<file path="src/rtl/dmem_access_unit.sv">
// MEM-stage data memory access unit: qualifies load/store controls, drives a
// req/ack handshake, stalls the pipeline, and returns extended load data.
module dmem_access_unit #(
  parameter int XLEN    = 32,
  parameter int TIMEOUT = 15
) (
  input  logic            clk,
  input  logic            reset,
  input  logic            memwrite,
  input  logic            memtoreg,
  input  logic [1:0]      swhb,
  input  logic [1:0]      lwhb,
  input  logic            lunsigned,
  input  logic [XLEN-1:0] addr,
  input  logic [XLEN-1:0] wdata,
  output logic            stall,
  output logic [XLEN-1:0] rdata,
  output logic            rvalid,
  output logic            misalign,
  output logic            timeout,
  output logic            mem_req,
  output logic            mem_we,
  output logic [XLEN-1:0] mem_addr,
  output logic [3:0]      mem_be,
  output logic [XLEN-1:0] mem_wdata,
  input  logic            mem_ack,
  input  logic [XLEN-1:0] mem_rdata
);

  typedef enum logic [1:0] {IDLE, WAIT, DONE} state_t;

  localparam logic [7:0] CNT_LAST = 8'(TIMEOUT - 1);

  state_t     state;
  logic [7:0] cnt;
  logic [1:0] size_q;
  logic [1:0] off_q;
  logic       load_q;
  logic       uns_q;

  logic            store_ok;
  logic            load_ok;
  logic            acc_ok;
  logic [1:0]      acc_size;
  logic [1:0]      off;
  logic            misaligned;
  logic            start;
  logic [3:0]      be_next;
  logic [XLEN-1:0] wdata_next;
  logic [15:0]     half_sel;
  logic [XLEN-1:0] load_ext;

  // A store and a load in the same instruction cannot both be honoured; the store wins.
  assign store_ok   = memwrite && (swhb != 2'b00);
  assign load_ok    = memtoreg && (lwhb != 2'b00);
  assign acc_ok     = store_ok || load_ok;
  assign acc_size   = store_ok ? swhb : lwhb;
  assign off        = addr[1:0];
  assign misaligned = ((acc_size == 2'b11) && (off != 2'b00)) ||
                      ((acc_size == 2'b10) && off[0]);
  assign start      = (state == IDLE) && acc_ok && !misaligned;

  // NOTE: stall is combinational so the pipeline freezes in the very cycle the
  // access is seen; it is gated by reset so a flush never holds the pipe.
  assign stall = !reset && ((state == WAIT) || start);

  // NOTE: every variable assigned in an always_comb gets a default first so no
  // path leaves it unassigned and a latch is never inferred.
  always_comb begin
    be_next    = 4'b1111;
    wdata_next = wdata;
    case (acc_size)
      2'b01: begin
        be_next    = 4'b0001 << off;
        wdata_next = {(XLEN/8){wdata[7:0]}};
      end
      2'b10: begin
        be_next    = 4'b0011 << {off[1], 1'b0};
        wdata_next = {(XLEN/16){wdata[15:0]}};
      end
      default: ;
    endcase
  end

  assign half_sel = 16'(mem_rdata >> {off_q, 3'b000});

  always_comb begin
    load_ext = mem_rdata;
    case (size_q)
      2'b01:   load_ext = {{(XLEN-8){half_sel[7] & ~uns_q}}, half_sel[7:0]};
      2'b10:   load_ext = {{(XLEN-16){half_sel[15] & ~uns_q}}, half_sel};
      default: ;
    endcase
  end

  // NOTE: sequential state uses non-blocking assignments only, so every
  // register samples pre-edge values and later assignments override earlier
  // defaults within the same block.
  always_ff @(posedge clk) begin
    if (reset) begin
      state     <= IDLE;
      cnt       <= '0;
      size_q    <= '0;
      off_q     <= '0;
      load_q    <= 1'b0;
      uns_q     <= 1'b0;
      mem_req   <= 1'b0;
      mem_we    <= 1'b0;
      mem_addr  <= '0;
      mem_be    <= '0;
      mem_wdata <= '0;
      rdata     <= '0;
      rvalid    <= 1'b0;
      misalign  <= 1'b0;
      timeout   <= 1'b0;
    end else begin
      rvalid   <= 1'b0;
      misalign <= 1'b0;
      timeout  <= 1'b0;
      case (state)
        IDLE: begin
          if (acc_ok && misaligned) begin
            misalign <= 1'b1;
            rdata    <= '0;
          end else if (start) begin
            mem_req   <= 1'b1;
            mem_we    <= store_ok;
            mem_addr  <= {addr[XLEN-1:2], 2'b00};
            mem_be    <= be_next;
            mem_wdata <= wdata_next;
            size_q    <= acc_size;
            off_q     <= off;
            load_q    <= !store_ok;
            uns_q     <= lunsigned;
            cnt       <= '0;
            state     <= WAIT;
          end
        end
        WAIT: begin
          cnt <= cnt + 8'd1;
          if (mem_ack) begin
            mem_req <= 1'b0;
            rvalid  <= load_q;
            if (load_q) rdata <= load_ext;
            state   <= DONE;
          end else if (cnt == CNT_LAST) begin
            mem_req <= 1'b0;
            rdata   <= '0;
            timeout <= 1'b1;
            state   <= DONE;
          end
        end
        DONE: state <= IDLE;
        default: state <= IDLE;
      endcase
    end
  end

endmodule

</file>
<file path="config.mk">
export PLATFORM = sky130hd
export DESIGN_NAME = dmem_access_unit
export DESIGN_NICKNAME = d
export VERILOG_FILES = /design/src/rtl/dmem_access_unit.sv
export SDC_FILE = /design/constraint.sdc
export NUM_CORES = 1
export LEC_CHECK = 0
export ABC_CLOCK_PERIOD_IN_PS = 2700
export BUFFER_PORTS_ARGS = -buffer_cell sky130_fd_sc_hd__buf_4
export CAP_MARGIN = 40
export CORE_MARGIN = 10
export CORE_UTILIZATION = 54
export CTS_CLUSTER_SIZE = 20
export DETAILED_ROUTE_END_ITERATION = 8
export GPL_TIMING_DRIVEN = 1
export PLACE_DENSITY = 0.92
export SLEW_MARGIN = 10
export SYNTH_ARGS = -nofsm -noshare
export SYNTH_HDL_FRONTEND = slang
export SYNTH_SLANG_ARGS = --single-unit
</file>
<file path="constraint.sdc">
create_clock -name clk -period 2.7 [get_ports clk]
set_input_delay 0.27 -clock clk [delete_from_list [all_inputs] [get_ports clk]]
set_output_delay 0.27 -clock clk [all_outputs]
set_load 0.03 [all_outputs]
</file>
==> results of run 1 <==
==> how the worst max path moves through the flow <==
stage                end  depth (start not counted)      from  slack [ns]
6_report           stall                          4  state[0]        0.42
5_1_grt            stall                          4  state[0]        0.29
4_1_cts            stall                          4  state[0]        0.43
3_5_place_dp    rdata[0]                          7  memwrite        0.63
3_3_place_gp    rdata[0]                          7  memwrite        0.70
2_1_floorplan  rdata[10]                          6  off_q[0]        0.85
==> routing by layer <==
metal / GRT usage, % / vias up / part of all wire, %
li1: - / 2740 / -
met1: 26.6 / 2806 / 35
met2: 42.5 / 334 / 48
met3: 11.7 / 57 / 13
met4: 11.1 / 0 / 3.5
met5: 0 / - / 0
==> timing repair <==
action,4_1_cts,5_1_grt
hold buffers,4,1
endpoints found under the hold margin,4,1
setup buffers,0,0
setup endpoints to repair,0,0
==> power by group <==
part	switching [W]	leakage [nW]	total [W]	internal, W
sequential	0.0000817	0.972	0.00197	0.00189
combinational	0.000831	2.26	0.00136	0.000533
clock	0.000822	0.290	0.00237	0.00155
total	0.00173	3.53	0.00570	0.00397
==> cells in the mapped netlist, drive strengths merged (2+ instances only) <==
cell	number
o21ai	7
a22oi	7
mux2i	49
a221o	8
a21oi	55
ha	4
nor2	55
buf	24
o21a	2
inv	14
a311oi	2
mux4	7
a21boi	3
dfxtp	119
a21o	2
a222oi	8
clkbuf	31
nand3	5
and2	3
a31oi	2
nor3b	2
nand2b	29
a211oi	31
o2bb2ai	8
nor4	2
nor2b	27
nand3b	2
mux2	9
o221ai	2
nor3	23
nand2	119
o211ai	2
==> worst max-delay path, delay by kind of cell (launching register included) <==
kind	cells	cell delay, ns
simple gates	2	0.60
buf+inv	1	0.18
flops	1	0.51
compound gates	1	0.21
==> cell families (layout without fill, tap and decap cells) <==
logic type,after synthesis,after routing,synth area share (%)
multiplexers,65,65,13.2
flip-flops,119,119,40.7
AO/OA/AOI/OAI,144,144,18.1
AND/OR/NAND/NOR,271,271,21.1
other,1,2,0.0641
adder cells (fa/ha/maj),4,4,0.856
buffers and inverters,69,273,5.86
==> through the flow <==
stage                     utilization, %  hold slack, ns  worst slack (ns)  cell area [um^2]
after floorplan                        -           0.349             0.846              5850
after global placement              71.4           0.442             0.697              7430
after detailed placement            71.4           0.450             0.626              7430
after CTS                           77.7         0.00116             0.429              8100
after global routing                77.8         0.00121             0.286              8110
final                               77.8         0.00565             0.423              8110
==> registers in the layout, indices dropped and copies added, names as in the netlist, 2 cells and up <==
register,flops
rdata,32
state,2
off_q,2
mem_wdata,32
mem_addr,30
size_q,2
cnt,8
mem_be,4
==> layout make-up <==
cell class	instances	area [um^2]	area share (%)
well taps	136	170	2.10
flip-flops and latches	119	2380	29.4
repair buffers	227	1740	21.5
multi-input cells	486	3140	38.7
clock inverters	11	173	2.13
clock buffers	21	449	5.54
inverters	14	52.6	0.648
==> results_dict.tcl, run 1 <==
set metrics [dict create \
    rr_worst_depth 5 \
    rows 37 \
    ys_async_sr_fraction_pct 0 \
    required_ns 2.43 \
    grt_overflow 0 \
    ys.flop_type "dfxtp_1" \
    final_common_cell "buf_4" \
    grt_usage_pct 25.2 \
    initial_core_util_pct 56.1 \
    place_congestion 0.936 \
    vias 5937 \
    synthCells 673 \
    max_slew_margin_pct 41.9 \
    design.die.area_um2 15400 \
    finalSetupViolCount 0 \
    coreArea_um2 10400 \
    worstHoldStart "addr[19]" \
    ioPinCount 212 \
    finClkSkew_ns 0.00858 \
    reg2reg_from "off_q[0]" \
    yosysWarningCount 0 \
    dp.cells 977 \
    yosysUniqueCellTypes 52 \
    routedWlPerCell_um 19.7 \
    cts-buffers-inserted 17 \
    nNetsFinal 975 \
    clkTransAtPathRegs_ns 0.06 \
    setup_tns_ns 0 \
    end_kind "primary output" \
    clock_latency_ns 0.51 \
    slew_violations 0 \
    htreeDepth 4 \
    path_cells "nor2b_1 -> a21oi_1 -> nor2_1 -> buf_4" \
    drcViolationCount 0 \
    cpMaxStageDelayCell "dfxtp_1" \
    crit_fanout 8 \
    grt_max_degree 97 \
    p_per_area_nw_per_um2 703 \
    yosys.area.top_type "dfxtp_1" \
    cts_buffer_depth 2 \
    postSynthAreaPerCell_um2 8.69 \
    finalCritPeriodShare_pct 84.3 \
    reg2reg_slack_ns 0.56 \
    max-vdd-ir-drop_mv 0.536 \
    outcome "finished clean" \
    netlist.area_leader.share_pct 40.7 \
    drt_first_iter_violations 630 \
    rsz0062_at_grt "false" \
    root_buffer "clkbuf_8" \
    whs_path_depth 3 \
    period_minus_slack_ns 2.28 \
    crit_arrival_ns 2.01 \
    cts_resized 0 \
    hold_viol 0 \
    antenna_found_initial 0 \
    max-cap-violations 0 \
    leakage_nw 3.53 \
    clock-sinks 119 \
    total_power_w 0.00570 \
    final-instance-count-excl-fill 1014 \
    start_kind "flip-flop" \
    hp-class "input pin to flip-flop" \
    port_buffers 209 \
    worst-setup-path-type "flip-flop to primary output" \
    synth_seq_cells 119 \
    first_pass_iters 6 \
    synthTopCellsByArea "dfxtp_1, mux2i_1, nand2_1, a21oi_1, nor2_1" \
    die_h_um 124 \
    fill_cells 657 \
    drive_gt1_share_pct 32.5 \
    area_growth_syn_to_layout_pct 38.6 \
    wirelength_mm 19.9 \
    grt_pass1_vias 6029 \
    dp_hpwl_mm 14.2 \
    hold_end "mem_addr[19]" \
    r2r_end "rdata[13]" \
    synth_edf_count 0 \
    mostFrequentLayoutCells "buf_4, dfxtp_1, nand2_1" \
    grt_pass1_wl_mm 30.8 \
    worstMarginPinSlew_ns 0.870 \
    cts_tree "built" \
    max_stage_delay_ns 0.51 \
    vias_per_cell 5.86 \
    antennaDiodeCount 0 \
    syn_area_um2 5850 \
    drtAntennaViolNets 0 \
    yosysSeqAreaShare_pct 40.7 \
    die_w_um 124 \
    max_freq_ghz 0.439 \
]
Note: power is estimated with default switching activity, not from simulation.
==> run 2: changes to the inputs <==
--- a/config.mk
+++ b/config.mk
@@ -5,15 +5,16 @@
 export SDC_FILE = /design/constraint.sdc
 export NUM_CORES = 1
 export LEC_CHECK = 0
-export ABC_CLOCK_PERIOD_IN_PS = 2700
+export ABC_AREA = 1
+export ABC_CLOCK_PERIOD_IN_PS = 2000
 export BUFFER_PORTS_ARGS = -buffer_cell sky130_fd_sc_hd__buf_4
 export CAP_MARGIN = 40
 export CORE_MARGIN = 10
-export CORE_UTILIZATION = 54
+export CORE_UTILIZATION = 45
 export CTS_CLUSTER_SIZE = 20
 export DETAILED_ROUTE_END_ITERATION = 8
 export GPL_TIMING_DRIVEN = 1
-export PLACE_DENSITY = 0.92
+export PLACE_DENSITY = 0.82
 export SLEW_MARGIN = 10
 export SYNTH_ARGS = -nofsm -noshare
 export SYNTH_HDL_FRONTEND = slang
==> constraint.sdc (replaced) <==
create_clock -name clk -period 2 [get_ports clk]
set_input_delay 0.2 -clock clk [delete_from_list [all_inputs] [get_ports clk]]
set_output_delay 0.2 -clock clk [all_outputs]
set_load 0.03 [all_outputs]
==> run 2 against run 1 <==
Effect of this change:
- sequential power increased by 43%
- wire length decreased by 4.9%
- synthesized cell count increased by 33%
- critical endpoint unchanged
- highest routed layer unchanged
==> results_dict.tcl, run 2 <==
set metrics [dict create \
    antennaDiodeCount 0 \
    wirelength_mm 19.0 \
    max_stage_delay_ns 0.37 \
    die_w_um 134 \
    area_growth_syn_to_layout_pct 40.1 \
    routedWlPerCell_um 14.9 \
    end_kind "primary output" \
    yosysMostFrequentCell "nand2_1" \
    rows 41 \
    hp-class "input pin to flip-flop" \
    crit_arrival_ns 1.67 \
    cts_setup_buffers 0 \
    coreArea_um2 12700 \
    vias_per_cell 5.06 \
    postSynthAreaPerCell_um2 6.56 \
    yosys.area.top_type "dfxtp_1" \
    max_freq_ghz 0.534 \
    finalCritPeriodShare_pct 93.7 \
    fill_cells 1161 \
    grt_max_degree 76 \
    setup_tns_ns 0 \
    drtAntennaViolNets 0 \
    nNetsFinal 1198 \
    yosysSeqAreaShare_pct 40.6 \
    drcViolationCount 0 \
    place_congestion 0.940 \
    start_kind "flip-flop" \
    max_slew_margin_pct 52.1 \
    netlist.area_leader.share_pct 40.6 \
    vias 6443 \
    rsz0062_at_grt "false" \
    hold_viol 0 \
    grt_usage_pct 20.2 \
    reg_top3 "mem_wdata x32, rdata x32, mem_addr x30" \
    first_pass_iters 6 \
    dp.cells 1240 \
    final_common_cell "buf_4" \
    crit_family "simple AND/OR/NAND/NOR gates" \
    ys.flop_type "dfxtp_1" \
    final-instance-count-excl-fill 1273 \
    yosysWarningCount 0 \
    grt_pass1_wl_mm 30.0 \
    synthCells 894 \
    root_buffer "clkbuf_16" \
    period_minus_slack_ns 1.87 \
    max-cap-violations 0 \
    worstMarginPinSlew_ns 0.718 \
    max-vdd-ir-drop_mv 0.494 \
    htreeDepth 4 \
    yosysUniqueCellTypes 34 \
    ys_async_sr_fraction_pct 0 \
    drive_gt1_share_pct 25.9 \
    ioPinCount 212 \
    crit_fanout 7 \
    cpMaxStageDelayCell "dfxtp_1" \
    finalSetupViolCount 0 \
    cts_tree "built" \
    synth_seq_cells 119 \
    clkTransAtPathRegs_ns 0.05 \
    synth_edf_count 0 \
    required_ns 1.80 \
    synthTopCellsByArea "dfxtp_1, nand2_1, nor2_1, o21ai_0, a21oi_1" \
    worst-setup-path-type "flip-flop to primary output" \
    finClkSkew_ns 0.00490 \
    dp_hpwl_mm 13.8 \
    cts_buffer_depth 2 \
    path_cells "nor2_2 -> a21boi_2 -> nand2_4 -> nand2_1 -> inv_1 -> nor2_1 -> buf_4" \
    port_buffers 209 \
    syn_area_um2 5860 \
    mostFrequentLayoutCells "buf_4, nand2_1, nor2_1" \
    clock_latency_ns 0.41 \
    drt_first_iter_violations 590 \
    leakage_nw 3.93 \
    slew_violations 0 \
    grt_overflow 0 \
    design.die.area_um2 18000 \
    p_per_area_nw_per_um2 1010 \
    synth_commonest_cells "nand2_1, nor2_1, dfxtp_1" \
    die_h_um 134 \
    clock-sinks 119 \
    cts-buffers-inserted 17 \
    antenna_found_initial 0 \
    critPathBufInv 2 \
    outcome "finished clean" \
    initial_core_util_pct 46.3 \
    grt_pass1_vias 6002 \
]
## run 2: cell count changes after synthesis, moves of 12 or more
cell | previous run | this run
a211oi_2 | 12 | 0
a21oi_1 | 54 | 95
nor2b_1 | 27 | 0
o21ai_0 | 6 | 101
nand2_1 | 119 | 187
inv_1 | 14 | 69
nand2b_1 | 29 | 0
nor3_1 | 23 | 2
nand3_1 | 5 | 53
mux2i_1 | 49 | 0
nor2_1 | 55 | 162
a211oi_1 | 19 | 0
## run 2: what timing repair did
action	4_1_cts	5_1_grt
endpoints found under the hold margin	1	0
gates resized for setup	1	5
hold buffers	1	0
setup endpoints to repair	1	10
## run 2: logic make-up (layout without fill, tap and decap cells)
group / Yosys count / in the layout / synth area share (%)
AO/OA/AOI/OAI: 221 / 221 / 19.8
adder cells (fa/ha/maj): 4 / 4 / 0.854
buffers and inverters: 128 / 334 / 9.52
flip-flops: 119 / 119 / 40.6
other: 1 / 2 / 0.0640
AND/OR/NAND/NOR: 421 / 421 / 29.1
## run 2: routing by layer
metal  GRT usage (%)  wire length, um
met1            23.4             7760
met2            33.4             9110
met3            7.51             1780
met4            7.26              303
met5               0                0
## run 2: final timing paths
kind | from | to | slack [ns] | cells past startpoint
worst min register to register | rdata[5] | rdata[5] | 0.46 | 2
worst max register to register | cnt[1] | rdata[0] | 0.18 | 11
worst max-delay path | state[1] | stall | 0.13 | 7
worst min-delay path | addr[30] | mem_addr[30] | 0.04 | 3
## run 2: power by group
group          switching, W  internal, W
clock network       0.00108      0.00192
registers          0.000160      0.00265
logic               0.00158     0.000919
total               0.00281      0.00549
## run 2: cell type report
type / count / area (um^2) / area share, %
clock buffer: 20 / 467 / 5.68
clock inverter: 12 / 125 / 1.52
inverter: 72 / 270 / 3.29
multi-input combinational: 648 / 2940 / 35.7
sequential: 119 / 2380 / 29.0
tap: 172 / 215 / 2.62
timing repair buffer: 230 / 1820 / 22.1
## run 2: stage by stage
step / area, um^2 / hold slack [ns] / power (W) / setup WS [ns] / utilization (%)
detailed placement: 7600 / 0.399 / 0.00534 / 0.112 / 60.0
global route: 8210 / 0.0273 / 0.00873 / 0.0220 / 64.8
floorplan: 5860 / 0.279 / 0.00440 / 0.324 / -
CTS: 8200 / 0.0236 / 0.00835 / 0.00592 / 64.7
global placement: 7600 / 0.399 / 0.00530 / 0.132 / 60.0
finish: 8210 / 0.0386 / 0.00830 / 0.127 / 64.8
## run 2: worst register-to-register path, cell delays in order (launching register included)
cell,delay [ns]
dfxtp_1,0.38
ha_1,0.16
inv_1,0.04
nor2_1,0.10
nand3_1,0.13
nand3_1,0.12
nand2_1,0.11
a21oi_4,0.18
nand2_2,0.09
buf_12,0.16
o21ai_0,0.19
nor2_1,0.06
==> run 3: changes to the inputs <==
--- a/config.mk
+++ b/config.mk
@@ -5,7 +5,6 @@
 export SDC_FILE = /design/constraint.sdc
 export NUM_CORES = 1
 export LEC_CHECK = 0
-export ABC_AREA = 1
 export ABC_CLOCK_PERIOD_IN_PS = 2000
 export BUFFER_PORTS_ARGS = -buffer_cell sky130_fd_sc_hd__buf_4
 export CAP_MARGIN = 40
@@ -14,7 +13,7 @@
 export CTS_CLUSTER_SIZE = 20
 export DETAILED_ROUTE_END_ITERATION = 8
 export GPL_TIMING_DRIVEN = 1
-export PLACE_DENSITY = 0.82
+export PLACE_DENSITY = 0.83
 export SLEW_MARGIN = 10
 export SYNTH_ARGS = -nofsm -noshare
 export SYNTH_HDL_FRONTEND = slang
==> run 3 against run 2 <==
Effect of this change:
- clock skew grew 0.0039 ns
- register-to-register slack about the same
- via count shrank 12%
- die area is 0.20% lower
- flip-flop and latch count unchanged
- global-route usage is 0.22 points lower
- power fell by 4.0%
- critical path type unchanged
- largest power group unchanged
==> results_dict.tcl, run 3 (synthesis results as in run 1) <==
set metrics [dict create \
    outcome "finished clean" \
    hold_viol 0 \
    end_kind "primary output" \
    htreeDepth 4 \
    drcViolationCount 0 \
    critPathBufInv 1 \
    crit_arrival_ns 1.64 \
    mostFrequentLayoutCells "buf_4, dfxtp_1, nand2_1" \
    port_buffers 209 \
    area_growth_syn_to_layout_pct 42.8 \
    p_per_area_nw_per_um2 955 \
    fill_cells 1026 \
    reg_top3 "mem_wdata x32, rdata x32, mem_addr x30" \
    rows 41 \
    cts_buffer_depth 2 \
    antenna_found_initial 0 \
    clock-sinks 119 \
    nNetsFinal 987 \
    vias_per_cell 5.33 \
    cts_tree "built" \
    grt_usage_pct 20.0 \
    max_stage_delay_ns 0.38 \
    crit_fanout 7 \
    drt_first_iter_violations 519 \
    hp-class "input pin to flip-flop" \
    drive_gt1_share_pct 34.2 \
    ioPinCount 212 \
    leakage_nw 3.64 \
    root_buffer "clkbuf_16" \
    start_kind "flip-flop" \
    path_cells "a211oi_4 -> a21oi_2 -> nor2_1 -> buf_4" \
    total_power_w 0.00797 \
    worst_hold_slack_ns 0.0232 \
    place_area_um2 7670 \
    antennaDiodeCount 0 \
    ctsHoldBuffers 0 \
    first_pass_iters 7 \
    final_util_pct 65.9 \
    coreArea_um2 12700 \
    grt_pass1_vias 5595 \
    routedWlPerCell_um 17.5 \
    required_ns 1.80 \
    period_minus_slack_ns 1.84 \
    rsz0062_at_grt "false" \
    grt_max_degree 93 \
    finalSetupViolCount 0 \
    max-vdd-ir-drop_mv 0.872 \
    cts_setup_buffers 0 \
    worst-setup-path-type "flip-flop to primary output" \
    clock_latency_ns 0.42 \
    grt_overflow 0 \
    wirelength_mm 18.6 \
    drtAntennaViolNets 0 \
    cpMaxStageDelayCell "dfxtp_1" \
    max_freq_ghz 0.545 \
    setup_tns_ns 0 \
    clkTransAtPathRegs_ns 0.06 \
    place_congestion 0.889 \
    vias 5665 \
    crit_family "compound AO/OA/AOI/OAI gates" \
    stdcell_area_um2 8350 \
    die_w_um 134 \
    max_slew_margin_pct 64.8 \
    cts-buffers-inserted 17 \
    finClkSkew_ns 0.00884 \
    dp_hpwl_mm 13.8 \
    final_common_cell "buf_4" \
    finalCritPeriodShare_pct 91.8 \
    die_h_um 134 \
    max-cap-violations 0 \
    design.die.area_um2 18000 \
    grt_pass1_wl_mm 28.9 \
    worstMarginPinSlew_ns 0.523 \
    initial_core_util_pct 46.1 \
    slew_violations 0 \
]
[run 3: repair_timing]
item / CTS / global route
endpoints found under the hold margin: 0 / 0
resized for setup: 1 / 2
setup endpoints to repair: 1 / 3
[run 3: area by class of cell]
type	count	area (um^2)	share of cell area, %
multi-input cells	486	3160	37.8
flip-flops and latches	119	2380	28.5
repair buffers	239	1880	22.5
clock buffers	19	433	5.19
clock inverters	13	228	2.73
well taps	172	215	2.58
inverters	14	52.6	0.629
[run 3: per-layer routing]
layer,wire (um),vias to the layer above,GRT usage [%]
li1,-,2762,-
met1,7320,2615,23.2
met2,8510,261,31.2
met3,2380,27,9.67
met4,370,0,7.44
met5,0,-,0
[run 3: worst paths after layout]
| path | start | endpoint | slack [ns] | depth (start not counted) |
|---|---|---|---|---|
| max | state[0] | stall | 0.16 | 4 |
| min | mem_ack | timeout | 0.02 | 2 |
| max reg2reg | off_q[0] | rdata[2] | 0.19 | 5 |
| min reg2reg | mem_addr[18] | mem_addr[18] | 0.45 | 2 |
[run 3: worst register-to-register path: stages, from the launching register on]
cell and delay [ns]:
dfxtp_1 0.42, buf_4 0.25, mux4_2 0.52, a22oi_1 0.18
nor2_1 0.07, mux2_4 0.27
[run 3: power by group]
part	internal [W]	total [W]	leakage [nW]	switching [W]
Clock	0.00233	0.00343	0.317	0.00110
Combinational	0.000792	0.00189	2.35	0.00110
Sequential	0.00255	0.00265	0.972	0.000102
[run 3: metrics by stage]
step	cells	worst slack [ns]
2_1_floorplan	674	0.146
3_3_place_gp	1030	0.170
3_5_place_dp	1030	0.0973
4_1_cts	1062	0.0603
5_1_grt	1062	0.0565
6_report	1062	0.165
